`src/rtl/neopixel_frame_ctrl.sv`:
```
// WS2812 strip controller: loads a double-buffered RGB frame from a UART byte
// stream and serialises it in GRB order with WS2812 bit timing on one data line.
module neopixel_frame_ctrl #(
    parameter int NUM_PIXELS     = 10,
    parameter int T_BIT          = 15,
    parameter int T0H            = 5,
    parameter int T1H            = 10,
    parameter int RESET_CYCLES   = 1000,
    parameter int REFRESH_CYCLES = 600000,
    parameter int RX_TIMEOUT     = 24000
) (
    input  logic       CLK,
    input  logic       RST,
    input  logic [7:0] rx_byte,
    input  logic       rx_valid,
    output logic       dout,
    output logic       busy,
    output logic       frame_done,
    output logic       rx_overrun
);

    localparam int PW = (NUM_PIXELS > 1) ? $clog2(NUM_PIXELS) : 1;
    localparam int CW = $clog2(T_BIT + 1);
    localparam int LW = (RESET_CYCLES > 1) ? $clog2(RESET_CYCLES) : 1;
    localparam int FW = (REFRESH_CYCLES > 0) ? $clog2(REFRESH_CYCLES + 1) : 1;
    localparam int IW = (RX_TIMEOUT > 0) ? $clog2(RX_TIMEOUT + 1) : 1;

    localparam logic [PW-1:0] LAST_PIX   = PW'(NUM_PIXELS - 1);
    localparam logic [CW-1:0] BIT_LAST   = CW'(T_BIT - 1);
    localparam logic [CW-1:0] T0H_C      = CW'(T0H);
    localparam logic [CW-1:0] T1H_C      = CW'(T1H);
    localparam logic [LW-1:0] LATCH_LAST = LW'(RESET_CYCLES - 1);
    localparam logic [FW-1:0] REF_MAX    = FW'(REFRESH_CYCLES);
    localparam logic [IW-1:0] IDLE_MAX   = IW'(RX_TIMEOUT);
    localparam bit            REFRESH_EN = (REFRESH_CYCLES != 0);

    typedef enum logic [1:0] {
        IDLE  = 2'd0,
        LOAD  = 2'd1,
        BIT   = 2'd2,
        LATCH = 2'd3
    } tx_state_t;

    tx_state_t state, state_next;

    // Frame buffer, one array per colour so each received byte is a plain write.
    logic [7:0] mem_r [2][NUM_PIXELS];
    logic [7:0] mem_g [2][NUM_PIXELS];
    logic [7:0] mem_b [2][NUM_PIXELS];

    logic          bank;
    logic          back_bank;
    logic          swap_pending;
    logic          have_frame;
    logic [1:0]    col_idx;
    logic [PW-1:0] wr_pix;
    logic [IW-1:0] idle_cnt;

    logic [PW-1:0] rd_pix;
    logic [23:0]   shift;
    logic [4:0]    bit_num;
    logic [CW-1:0] bit_cyc;
    logic [LW-1:0] latch_cnt;
    logic [FW-1:0] ref_cnt;

    logic wr_en;
    logic frame_complete;
    logic refresh_due;
    logic do_swap;

    assign back_bank      = ~bank;
    assign wr_en          = rx_valid && !swap_pending;
    assign frame_complete = wr_en && (col_idx == 2'd2) && (wr_pix == LAST_PIX);
    // A frame finishing loading this cycle beats a refresh that falls due now.
    assign refresh_due    = REFRESH_EN && have_frame && (ref_cnt == REF_MAX) && !frame_complete;

    always_ff @(posedge CLK) begin
        if (wr_en) begin
            case (col_idx)
                2'd0:    mem_r[back_bank][wr_pix] <= rx_byte;
                2'd1:    mem_g[back_bank][wr_pix] <= rx_byte;
                default: mem_b[back_bank][wr_pix] <= rx_byte;
            endcase
        end
    end

    // Loader: byte/pixel indices, swap request, overrun flag and resync timer.
    always_ff @(posedge CLK) begin
        if (RST) begin
            col_idx      <= 2'd0;
            wr_pix       <= '0;
            swap_pending <= 1'b0;
            have_frame   <= 1'b0;
            rx_overrun   <= 1'b0;
            idle_cnt     <= '0;
        end else begin
            rx_overrun <= rx_valid && swap_pending;
            if (rx_valid) begin
                idle_cnt <= '0;
            end else if (idle_cnt != IDLE_MAX) begin
                idle_cnt <= idle_cnt + IW'(1);
            end
            if (do_swap) begin
                swap_pending <= 1'b0;
            end
            if (wr_en) begin
                if (col_idx == 2'd2) begin
                    col_idx <= 2'd0;
                    if (wr_pix == LAST_PIX) begin
                        wr_pix       <= '0;
                        swap_pending <= 1'b1;
                        have_frame   <= 1'b1;
                    end else begin
                        wr_pix <= wr_pix + PW'(1);
                    end
                end else begin
                    col_idx <= col_idx + 2'd1;
                end
            end else if (!rx_valid && idle_cnt == IDLE_MAX) begin
                col_idx <= 2'd0;
                wr_pix  <= '0;
            end
        end
    end

    always_comb begin
        state_next = state;
        do_swap    = 1'b0;
        dout       = 1'b0;
        busy       = 1'b1;
        frame_done = 1'b0;
        case (state)
            IDLE: begin
                busy = 1'b0;
                if (swap_pending) begin
                    do_swap    = 1'b1;
                    state_next = LOAD;
                end else if (refresh_due) begin
                    state_next = LOAD;
                end
            end
            LOAD: begin
                state_next = BIT;
            end
            BIT: begin
                dout = shift[23] ? (bit_cyc < T1H_C) : (bit_cyc < T0H_C);
                if (bit_cyc == BIT_LAST && bit_num == 5'd23) begin
                    state_next = (rd_pix == LAST_PIX) ? LATCH : LOAD;
                end
            end
            LATCH: begin
                if (latch_cnt == LATCH_LAST) begin
                    frame_done = 1'b1;
                    state_next = IDLE;
                end
            end
            default: begin
                state_next = IDLE;
            end
        endcase
    end

    always_ff @(posedge CLK) begin
        if (RST) begin
            state     <= IDLE;
            bank      <= 1'b0;
            rd_pix    <= '0;
            shift     <= '0;
            bit_num   <= 5'd0;
            bit_cyc   <= '0;
            latch_cnt <= '0;
            ref_cnt   <= '0;
        end else begin
            state <= state_next;
            if (do_swap) begin
                bank <= ~bank;
            end
            if (state == IDLE && state_next == IDLE) begin
                if (ref_cnt != REF_MAX) begin
                    ref_cnt <= ref_cnt + FW'(1);
                end
            end else begin
                ref_cnt <= '0;
            end
            case (state)
                LOAD: begin
                    shift   <= {mem_g[bank][rd_pix], mem_r[bank][rd_pix], mem_b[bank][rd_pix]};
                    bit_num <= 5'd0;
                    bit_cyc <= '0;
                end
                BIT: begin
                    if (bit_cyc == BIT_LAST) begin
                        bit_cyc <= '0;
                        shift   <= {shift[22:0], 1'b0};
                        bit_num <= bit_num + 5'd1;
                        if (bit_num == 5'd23) begin
                            rd_pix <= (rd_pix == LAST_PIX) ? '0 : rd_pix + PW'(1);
                        end
                    end else begin
                        bit_cyc <= bit_cyc + CW'(1);
                    end
                end
                LATCH: begin
                    latch_cnt <= (latch_cnt == LATCH_LAST) ? '0 : latch_cnt + LW'(1);
                end
                default: begin
                end
            endcase
        end
    end

endmodule

```
`config.mk`:
```
export PLATFORM = sky130hd
export DESIGN_NAME = neopixel_frame_ctrl
export DESIGN_NICKNAME = d
export VERILOG_FILES = /design/src/rtl/neopixel_frame_ctrl.sv
export SDC_FILE = /design/constraint.sdc
export NUM_CORES = 1
export LEC_CHECK = 0
export CAP_MARGIN = 20
export CORE_UTILIZATION = 55
export DETAILED_ROUTE_END_ITERATION = 10
export PLACE_DENSITY = 0.74
export SLEW_MARGIN = 20
export SYNTH_ARGS = -nofsm -noshare
export SYNTH_HDL_FRONTEND = slang
export SYNTH_SLANG_ARGS = --single-unit
```
`constraint.sdc`:
```
create_clock -name CLK -period 2 [get_ports CLK]
set_input_delay 0.4 -clock CLK [delete_from_list [all_inputs] [get_ports CLK]]
set_output_delay 0.4 -clock CLK [all_outputs]
set_load 0.05 [all_outputs]
```
==> impl_metrics.json, run 1 <==
{
  "cp_slowest_stage_delay_ns": 0.55,
  "clkTransAtPathRegs_ns": 0.06,
  "fp.dieW_um": 207,
  "grt_pass1_wl_mm": 79.9,
  "place_inst": 2026,
  "root_buffer": "clkbuf_16",
  "r2r_setup_slack_ns": -0.07,
  "synthFlopType": "edfxtp_1",
  "timing.final.hold_violations": 0,
  "start_util_pct": 56.2,
  "fin_skew_ns": 0.0123,
  "synthCells": 1362,
  "crit_path_top_delay_cell": "or4b_4",
  "std_cell_rows": 74,
  "grt_use_total_pct": 24.7,
  "dp_hpwl_mm": 32.2,
  "async_flop_share_pct": 0,
  "worstPathRequired_ns": 2.48,
  "drtPass1Iterations": 5,
  "worst-setup-path-type": "register to register",
  "grt_antenna_before_repair": 0,
  "maxCapViolations": 0,
  "synth-edff-count": 480,
  "critPathLaunchType": "register",
  "insertedDiodeCount": 0,
  "power_density_mw_per_mm2": 856,
  "avgSynthCellArea_um2": 17.0,
  "viasPerCell": 6.16,
  "yosysMostFrequentCell": "edfxtp_1",
  "synthTopCellsByCount": "edfxtp_1, nor2_1, mux4_2",
  "tns_ns": -1.41,
  "grt_overflow": 0,
  "cp_max_fo": 20,
  "cts_tree": "yes",
  "vias": 13248,
  "synth-seq-cells": 575,
  "cp_data_arrival_time_ns": 2.55,
  "ys_seq_area_share_pct": 70.4,
  "routed_wl_mm": 53.0,
  "core_mm2": 0.0412,
  "outcome": "finished, violations left",
  "yosys.area.top_type": "edfxtp_1",
  "drc": 0,
  "violations": "setup timing",
  "grt_pass1_vias": 13242,
  "hold_buffers": 0,
  "crit_path_cell_trace": "or4b_4, nor4_4, buf_4, a31oi_1, buf_4, o32ai_4, buf_12, nor3_2",
  "fmax_mhz": 484,
  "postRouteAntennaNets": 0,
  "post-route-period-util_pct": 103,
  "setup_viol": 30,
  "syn2layout_area_growth_pct": 20.3,
  "max-slew-margin-rel_pct": 52.2,
  "end_kind": "register",
  "synth_area_leaders": "edfxtp_1, mux4_2, dfxtp_1",
  "clockBufferDepth": 3,
  "p_leak_nw": 9.02,
  "die_h_um": 207,
  "routabilityCongestion": 0.835,
  "die_area_mm2": 0.0429,
  "critPathMostFrequentCell": "buf_4",
  "cts_buffers": 56,
  "ios": 15,
  "ys_warn_count": 0,
  "clock_sinks": 575,
  "fin_ws_ns": -0.0662,
  "hp-class": "input pin to register",
  "wl_per_cell_um": 24.6,
  "cts.htree.levels": 2,
  "layout_min_cycle_time_ns": 2.07,
  "first_iter_violations": 1460,
  "rsz0062_at_grt": "yes",
  "nNetsFinal": 1596,
  "synth_nets": 1384,
  "netlist.area_leader.share_pct": 62.2,
  "synth_cell_types": 63,
  "port-buffer-count": 14,
  "tightestPinTransition_ns": 0.717,
  "drv_slew": 0,
  "insertion_delay_ns": 0.60,
  "ir_drop_mv": 0.718,
  "grt_max_degree": 61,
  "finalNonFillerCells": 2152,
  "netlist_area_mm2": 0.0232,
  "drive_above_1_share_pct": 33.8
}
==> cell families after synthesis <==
logic type / share of synthesized area [%]
multiplexers: 12.8
AO/OA/AOI/OAI: 4.66
buffers and inverters: 1.92
adder cells (fa/ha/maj): 0.594
AND/OR/NAND/NOR: 7.95
XOR/XNOR: 1.63
flip-flops: 70.4
==> worst max-delay path, delay by kind of cell, from the launching register on <==
| family | cells | cell delay [ns] |
|---|---|---|
| AND/OR/NAND/NOR | 3 | 0.88 |
| buffers and inverters | 3 | 0.56 |
| AO/OA/AOI/OAI | 2 | 0.19 |
| flip-flops | 1 | 0.32 |
==> sequential cells by signal (all words and copies together) (netlist names), named ones only <==
register	flops
latch_cnt	10
mem_r	160
idle_cnt	15
ref_cnt	20
mem_g	160
rd_pix	4
bit_cyc	4
wr_pix	4
col_idx	2
mem_b	160
rx_overrun	1
have_frame	1
swap_pending	1
bank	1
shift	24
bit_num	5
state	2
==> per-layer routing <==
layer  track usage [%]  vias up  routed length [um]
met1              34.0     6754               21600
met2              40.9      551               26300
met4              7.59        0                1370
met3              3.77      108                3800
met5                 0        -                   0
li1                  -     5835                   -
==> power by group <==
group / switching [mW] / total, mW / internal [mW]
Sequential: 0.0454 / 13.1 / 13.0
Combinational: 0.530 / 0.807 / 0.277
Clock: 4.36 / 9.99 / 5.63
==> cells in the final DEF (no fill, tap or decap), drive strengths merged, types with 27 or more instances in the layout <==
master	synthesis	layout
buf	27	226
clkbuf	48	78
dfxtp	95	95
edfxtp	480	480
mux2i	27	27
mux4	120	120
nand2	79	79
nand3	28	28
nor2	137	137
nor3	34	34
==> per-stage QoR <==
step | cell area, um2 | setup slack [ns] | total power, mW | utilization (%) | hold slack, ns
floorplan | 23200 | -0.0681 | 13.6 | - | 0.432
global placement | 25300 | -0.329 | 14.1 | 61.5 | 0.443
detailed placement | 25300 | -0.361 | 14.1 | 61.5 | 0.446
CTS | 27400 | -0.0894 | 24.0 | 66.6 | 0.0635
global route | 27900 | -0.147 | 24.5 | 67.7 | 0.105
finish | 27900 | -0.0662 | 23.9 | 67.7 | 0.103
==> what timing repair did <==
action	CTS	global route
endpoints found under the hold margin	0	0
pin swaps	10	26
cloned	2	2
endpoints found under the setup margin	47	51
gates resized for setup	80	58
buffers inserted	6	12
==> path summary, 6_finish.rpt <==
| kind | endpoint | cells past startpoint | start |
|---|---|---|---|
| min reg2reg | have_frame | 2 | have_frame |
| max | ref_cnt[14] | 8 | ref_cnt[14] |
| min | state[1] | 2 | RST |
| max reg2reg | ref_cnt[14] | 8 | ref_cnt[14] |
==> final cells by class <==
cell class / count / area, um2
Sequential cell: 575 / 16300
Multi-Input combinational cell: 695 / 6880
Clock buffer: 76 / 1500
Clock inverter: 28 / 223
Inverter: 16 / 62.6
Timing Repair Buffer: 230 / 2210
Fill cell: 2650 / 13300
Tap cell: 532 / 666
Power figures use the tool's default switching activity.
==> inputs of run 2 (changes only) <==
--- a/config.mk
+++ b/config.mk
@@ -9,5 +9,5 @@
 export CORE_UTILIZATION = 55
 export DETAILED_ROUTE_END_ITERATION = 10
-export PLACE_DENSITY = 0.74
+export PLACE_DENSITY = 0.71
 export SLEW_MARGIN = 20
 export SYNTH_ARGS = -nofsm -noshare
==> constraint.sdc (replaced) <==
create_clock -name CLK -period 2.2 [get_ports CLK]
set_input_delay 0.44 -clock CLK [delete_from_list [all_inputs] [get_ports CLK]]
set_output_delay 0.44 -clock CLK [all_outputs]
set_load 0.01 [all_outputs]
==> run 2 against run 1 <==
Against the previous run: the run now ends clean; die area unchanged; clock skew down 0.0011 ns; clock power about the same; cell count down 1.2%; power down 5.0%; critical path depth down 1; via count down 2.5%; global-route usage down 0.69 points; critical endpoint is now shift[1]; largest cell class unchanged; highest routed layer unchanged.
==> impl_metrics.json, run 2 (synthesized netlist as in run 1, its figures left out) <==
{
  "hp-class": "input pin to register",
  "final_common_cell": "edfxtp_1",
  "p_total_mw": 22.7,
  "max-slew-margin-rel_pct": 57.5,
  "dp_hpwl_mm": 31.6,
  "grt_overflow": 0,
  "insertion_delay_ns": 0.60,
  "viasPerCell": 6.07,
  "maxCapViolations": 0,
  "wl_per_cell_um": 24.1,
  "port-buffer-count": 14,
  "crit_path_top_delay_cell": "mux4_2",
  "cts_buffers": 57,
  "std_cell_rows": 74,
  "fp.dieW_um": 207,
  "grt_use_total_pct": 24.0,
  "grt_pass1_vias": 13126,
  "drtPass1Iterations": 5,
  "insertedDiodeCount": 0,
  "setup_viol": 0,
  "drv_slew": 0,
  "clkTransAtPathRegs_ns": 0.06,
  "fin_skew_ns": 0.0112,
  "cp_max_fo": 13,
  "rsz0062_at_grt": "yes",
  "pwr-share-comb_pct": 3.2,
  "drive_above_1_share_pct": 30.2,
  "grt_antenna_before_repair": 0,
  "core_mm2": 0.0412,
  "start_util_pct": 56.2,
  "cp_data_arrival_time_ns": 2.67,
  "netSwitchingPower_mw": 4.54,
  "die_area_mm2": 0.0429,
  "die_h_um": 207,
  "p_leak_nw": 8.87,
  "timing.final.hold_violations": 0,
  "critPathLaunchType": "register",
  "cts.htree.levels": 2,
  "ir_drop_mv": 0.759,
  "final_cell_mix": "edfxtp_1, buf_4, nor2_1",
  "clkPwrFrac_pct": 44.4,
  "finalNonFillerCells": 2127,
  "worst-setup-path-type": "register to register",
  "fmax_mhz": 455,
  "ios": 15,
  "routabilityCongestion": 0.847,
  "first_iter_violations": 1163,
  "p_sw_share_pct": 20.0,
  "tightestPinTransition_ns": 0.637,
  "clockBufferDepth": 3,
  "outcome": "complete, no violations",
  "postRouteAntennaNets": 0,
  "end_kind": "register",
  "nNetsFinal": 1568,
  "pwr-share-seq_pct": 52.4,
  "cts_tree": "yes",
  "holdWs_ns": 0.244,
  "worstPathRequired_ns": 2.67,
  "vias": 12913,
  "cp_slowest_stage_delay_ns": 0.54,
  "clock_sinks": 575,
  "layout_min_cycle_time_ns": 2.20,
  "crit_path_cell_trace": "buf_4, buf_12, mux4_2, nand2_1, a21oi_1, a2111oi_1, nor4_1",
  "routed_wl_mm": 51.2,
  "grt_max_degree": 61,
  "drc": 0,
  "post-route-period-util_pct": 99.9,
  "syn2layout_area_growth_pct": 18.3,
  "grt_pass1_wl_mm": 77.7,
  "place_inst": 1995,
  "power_density_mw_per_mm2": 827,
  "p_int_mw": 18.1,
  "root_buffer": "clkbuf_16",
  "reg.largest.list": "mem_b x160, mem_g x160, mem_r x160"
}
[run 2: changes by cell type in the layout (fill, tap and decap cells not counted), sizes merged]
cell / before / now
buf: 226 / 193
clkbuf: 78 / 84
bufinv: 3 / 7
clkinv: 20 / 18
inv: 18 / 16
clkdlybuf4s50: 1 / 2
clkinvlp: 3 / 4
[run 2: final cells by class]
| class | instances | area, um2 |
|---|---|---|
| Sequential cell | 575 | 16300 |
| Inverter | 16 | 60.1 |
| Tap cell | 532 | 666 |
| Clock buffer | 79 | 1640 |
| Multi-Input combinational cell | 695 | 6540 |
| Timing Repair Buffer | 201 | 1830 |
| Clock inverter | 29 | 333 |
| Fill cell | 2691 | 13800 |
[run 2: through the flow]
step	instance area, um2	setup WS (ns)	TNS (ns)	utilization [%]
finish	27400	0.00195	0	66.5
global route	27400	-0.130	-0.242	66.5
CTS	27000	0.000245	0	65.6
detailed placement	25000	-0.108	-7.34	60.8
global placement	25000	-0.113	-6.24	60.8
floorplan	23200	0.0292	0	-
[run 2: worst paths after layout]
| check | end | depth (start not counted) | slack, ns | start |
|---|---|---|---|---|
| worst max-delay path | shift[1] | 7 | 0.002 | register |
| worst min-delay path | rd_pix[1] | 2 | 0.24 | RST |
| worst max register to register | shift[1] | 7 | 0.002 | register |
| worst min register to register | have_frame | 2 | 0.45 | have_frame |
[run 2: power by group through the flow]
stage / clock network, mW / logic, mW / registers [mW]
detailed placement: 0 / 0.641 / 12.1
global placement: 0 / 0.622 / 12.1
floorplan: 0 / 0.294 / 12.1
CTS: 10.2 / 0.641 / 11.9
global route: 10.6 / 0.772 / 11.9
finish: 10.1 / 0.715 / 11.9
[run 2: repair_timing]
action | in CTS | in global routing
buffers inserted | 0 | 19
hold buffers | 0 | 0
cloned | 0 | 5
gates resized for setup | 12 | 37
pin swaps | 1 | 5
setup endpoints to repair | 4 | 30
[run 2: critical path: cells and delay by family (launching register included)]
family / cells / cell delay (ns)
muxes: 1 / 0.54
AOI/OAI and AO/OA: 2 / 0.53
DFF: 1 / 0.49
buffers and inverters: 2 / 0.32
and+or+nand+nor: 2 / 0.19
[run 2: metal layers]
metal  global-route usage [%]  routed length, um  up-vias
met1                     33.0              20700     6550
met2                     38.2              24800      478
met4                     9.75               1830        0
met5                        0                  0        -
li1                         -                  -     5774
met3                     4.39               3820      111
==> inputs of run 3 (changes only) <==
- CORE_MARGIN: default -> 3
- TNS_END_PERCENT: default -> 20
==> run 3 against run 2 <==
Against the previous run: global-route usage decreased by 0.97 points; design area is 1.4% lower; first-iteration DRC count grew 21%; core utilization decreased by 0.91 points; sequential share of layout area grew 0.82 points; largest cell class unchanged; worst hold slack lost 0.028 ns; flip-flop and latch count stayed put; sequential power about the same; maximum frequency grew 1.9%; critical path depth decreased by 2; clock power shrank 4%.
==> impl_metrics.json, run 3 (synthesized netlist as in run 1, its figures left out) <==
{
  "grt_pass1_wl_mm": 77.9,
  "fmax_mhz": 464,
  "maxCapViolations": 0,
  "port-buffer-count": 14,
  "postRouteAntennaNets": 0,
  "rsz0062_at_grt": "yes",
  "cp_max_fo": 8,
  "timing.final.hold_violations": 0,
  "holdCritStartpoint": "RST",
  "drive_above_1_share_pct": 28.6,
  "cts.htree.levels": 2,
  "hold_buffers": 0,
  "critPathLaunchType": "register",
  "reg2regPathDepth": 5,
  "worstPathRequired_ns": 2.52,
  "path_buf_inv": 2,
  "first_iter_violations": 1408,
  "worst_r2r_endpoint": "mem_b[1][65]",
  "reg.largest.list": "mem_b x160, mem_g x160, mem_r x160",
  "insertedDiodeCount": 0,
  "root_buffer": "clkbuf_16",
  "fp.dieW_um": 211,
  "layout_min_cycle_time_ns": 2.16,
  "vias": 12851,
  "p_total_mw": 22.2,
  "min_path_cells": 2,
  "setup_viol": 0,
  "std_cell_rows": 74,
  "tns_ns": 0,
  "ir_drop_mv": 0.710,
  "worst-setup-path-type": "register to register",
  "end_kind": "register",
  "critPathMostFrequentCell": "nor2_1",
  "final_common_cell": "edfxtp_1",
  "post-route-util_pct": 65.6,
  "finalNonFillerCells": 2104,
  "final_cell_mix": "edfxtp_1, buf_4, nor2_1",
  "clkTransAtPathRegs_ns": 0.06,
  "cp_data_arrival_time_ns": 2.48,
  "hp-class": "input pin to register",
  "start_util_pct": 56.2,
  "drtPass1Iterations": 7,
  "tightestPinTransition_ns": 0.595,
  "syn2layout_area_growth_pct": 16.7,
  "post-route-period-util_pct": 98.0,
  "grt_max_degree": 61,
  "dp_hpwl_mm": 30.7,
  "cts_buffers": 56,
  "grt_use_total_pct": 23.0,
  "clock_sinks": 575,
  "cts_tree": "yes",
  "die_area_mm2": 0.0446,
  "wl_per_cell_um": 23.5,
  "holdPathEnd": "wr_pix[2]",
  "crit_path_cell_trace": "inv_1, nor2_1, nand2_1, nor2_1, buf_4",
  "fin_skew_ns": 0.0248,
  "core_mm2": 0.0412,
  "r2r_setup_slack_ns": 0.04,
  "die_h_um": 211,
  "insertion_delay_ns": 0.61,
  "outcome": "complete, no violations",
  "clockBufferDepth": 3,
  "routabilityCongestion": 0.828,
  "power_density_mw_per_mm2": 821,
  "cp_slowest_stage_delay_ns": 0.47,
  "crit_family": "simple AND/OR/NAND/NOR gates",
  "max-slew-margin-rel_pct": 60.4,
  "grt_pass1_vias": 13004,
  "ios": 15,
  "p_leak_nw": 8.69,
  "grt_antenna_before_repair": 0,
  "drc": 0,
  "place_inst": 1998,
  "routed_wl_mm": 49.5,
  "viasPerCell": 6.11,
  "grt_overflow": 0,
  "nNetsFinal": 1547,
  "rr_startpoint": "wr_pix[0]",
  "drv_slew": 0,
  "crit_path_top_delay_cell": "dfxtp_1"
}
run 3: cell count changes in the layout (fill, tap and decap cells not counted), moves of 3 or more:
cell	previous run	this run
clkinv_2	12	16
clkbuf_8	7	0
buf_4	160	145
clkbuf_16	64	58
clkinvlp_4	4	7
run 3: how the worst max path moves through the flow:
stage / from / end / cells after the start
after floorplan: state[0] / ref_cnt[0] / 9
after global placement: rx_valid / mem_r[1][34] / 6
after detailed placement: rx_valid / mem_r[1][9] / 6
after CTS: latch_cnt[4] / frame_done / 4
after global routing: state[1] / frame_done / 4
final: wr_pix[0] / mem_b[1][65] / 5
run 3: what timing repair did:
item,4_1_cts,5_1_grt
endpoints found under the setup margin,4,33
buffers inserted,1,0
pin swaps,1,0
resized for setup,15,23
run 3: area by class of cell:
type / count / area, um2
clock inverter: 36 / 385
tap: 532 / 666
inverter: 16 / 60.1
sequential: 575 / 16300
multi-input combinational: 695 / 6480
fill: 2752 / 14200
clock buffer: 69 / 1490
timing repair buffer: 181 / 1620
run 3: worst reg2reg max path: cells and delay by family, from the launching register on:
family	cells	cell delay [ns]
flops	1	0.47
buf+inv	2	0.31
simple gates	3	1.10
run 3: report_power, final:
| part | internal (mW) | switching [mW] | total, mW |
|---|---|---|---|
| logic | 0.216 | 0.431 | 0.647 |
| clock network | 5.66 | 4.01 | 9.67 |
| registers | 11.8 | 0.0485 | 11.9 |
| total | 17.7 | 4.49 | 22.2 |
run 3: per-stage QoR:
step                      hold WS [ns]  setup slack [ns]  area, um2
after floorplan                  0.432            0.0292      23200
after global placement           0.444            -0.134      25100
after detailed placement         0.449            -0.177      25100
after CTS                        0.176          -0.00468      27000
after global routing             0.210           -0.0191      27000
final                            0.216            0.0433      27000
run 3: routing by layer:
| layer | track usage, % | part of all wire (%) | up-vias |
|---|---|---|---|
| met5 | 0 | 0 | - |
| met2 | 36.8 | 49 | 510 |
| met3 | 3.59 | 6.6 | 84 |
| met4 | 7.07 | 2.5 | 0 |
| met1 | 33.3 | 42 | 6525 |
| li1 | - | - | 5732 |
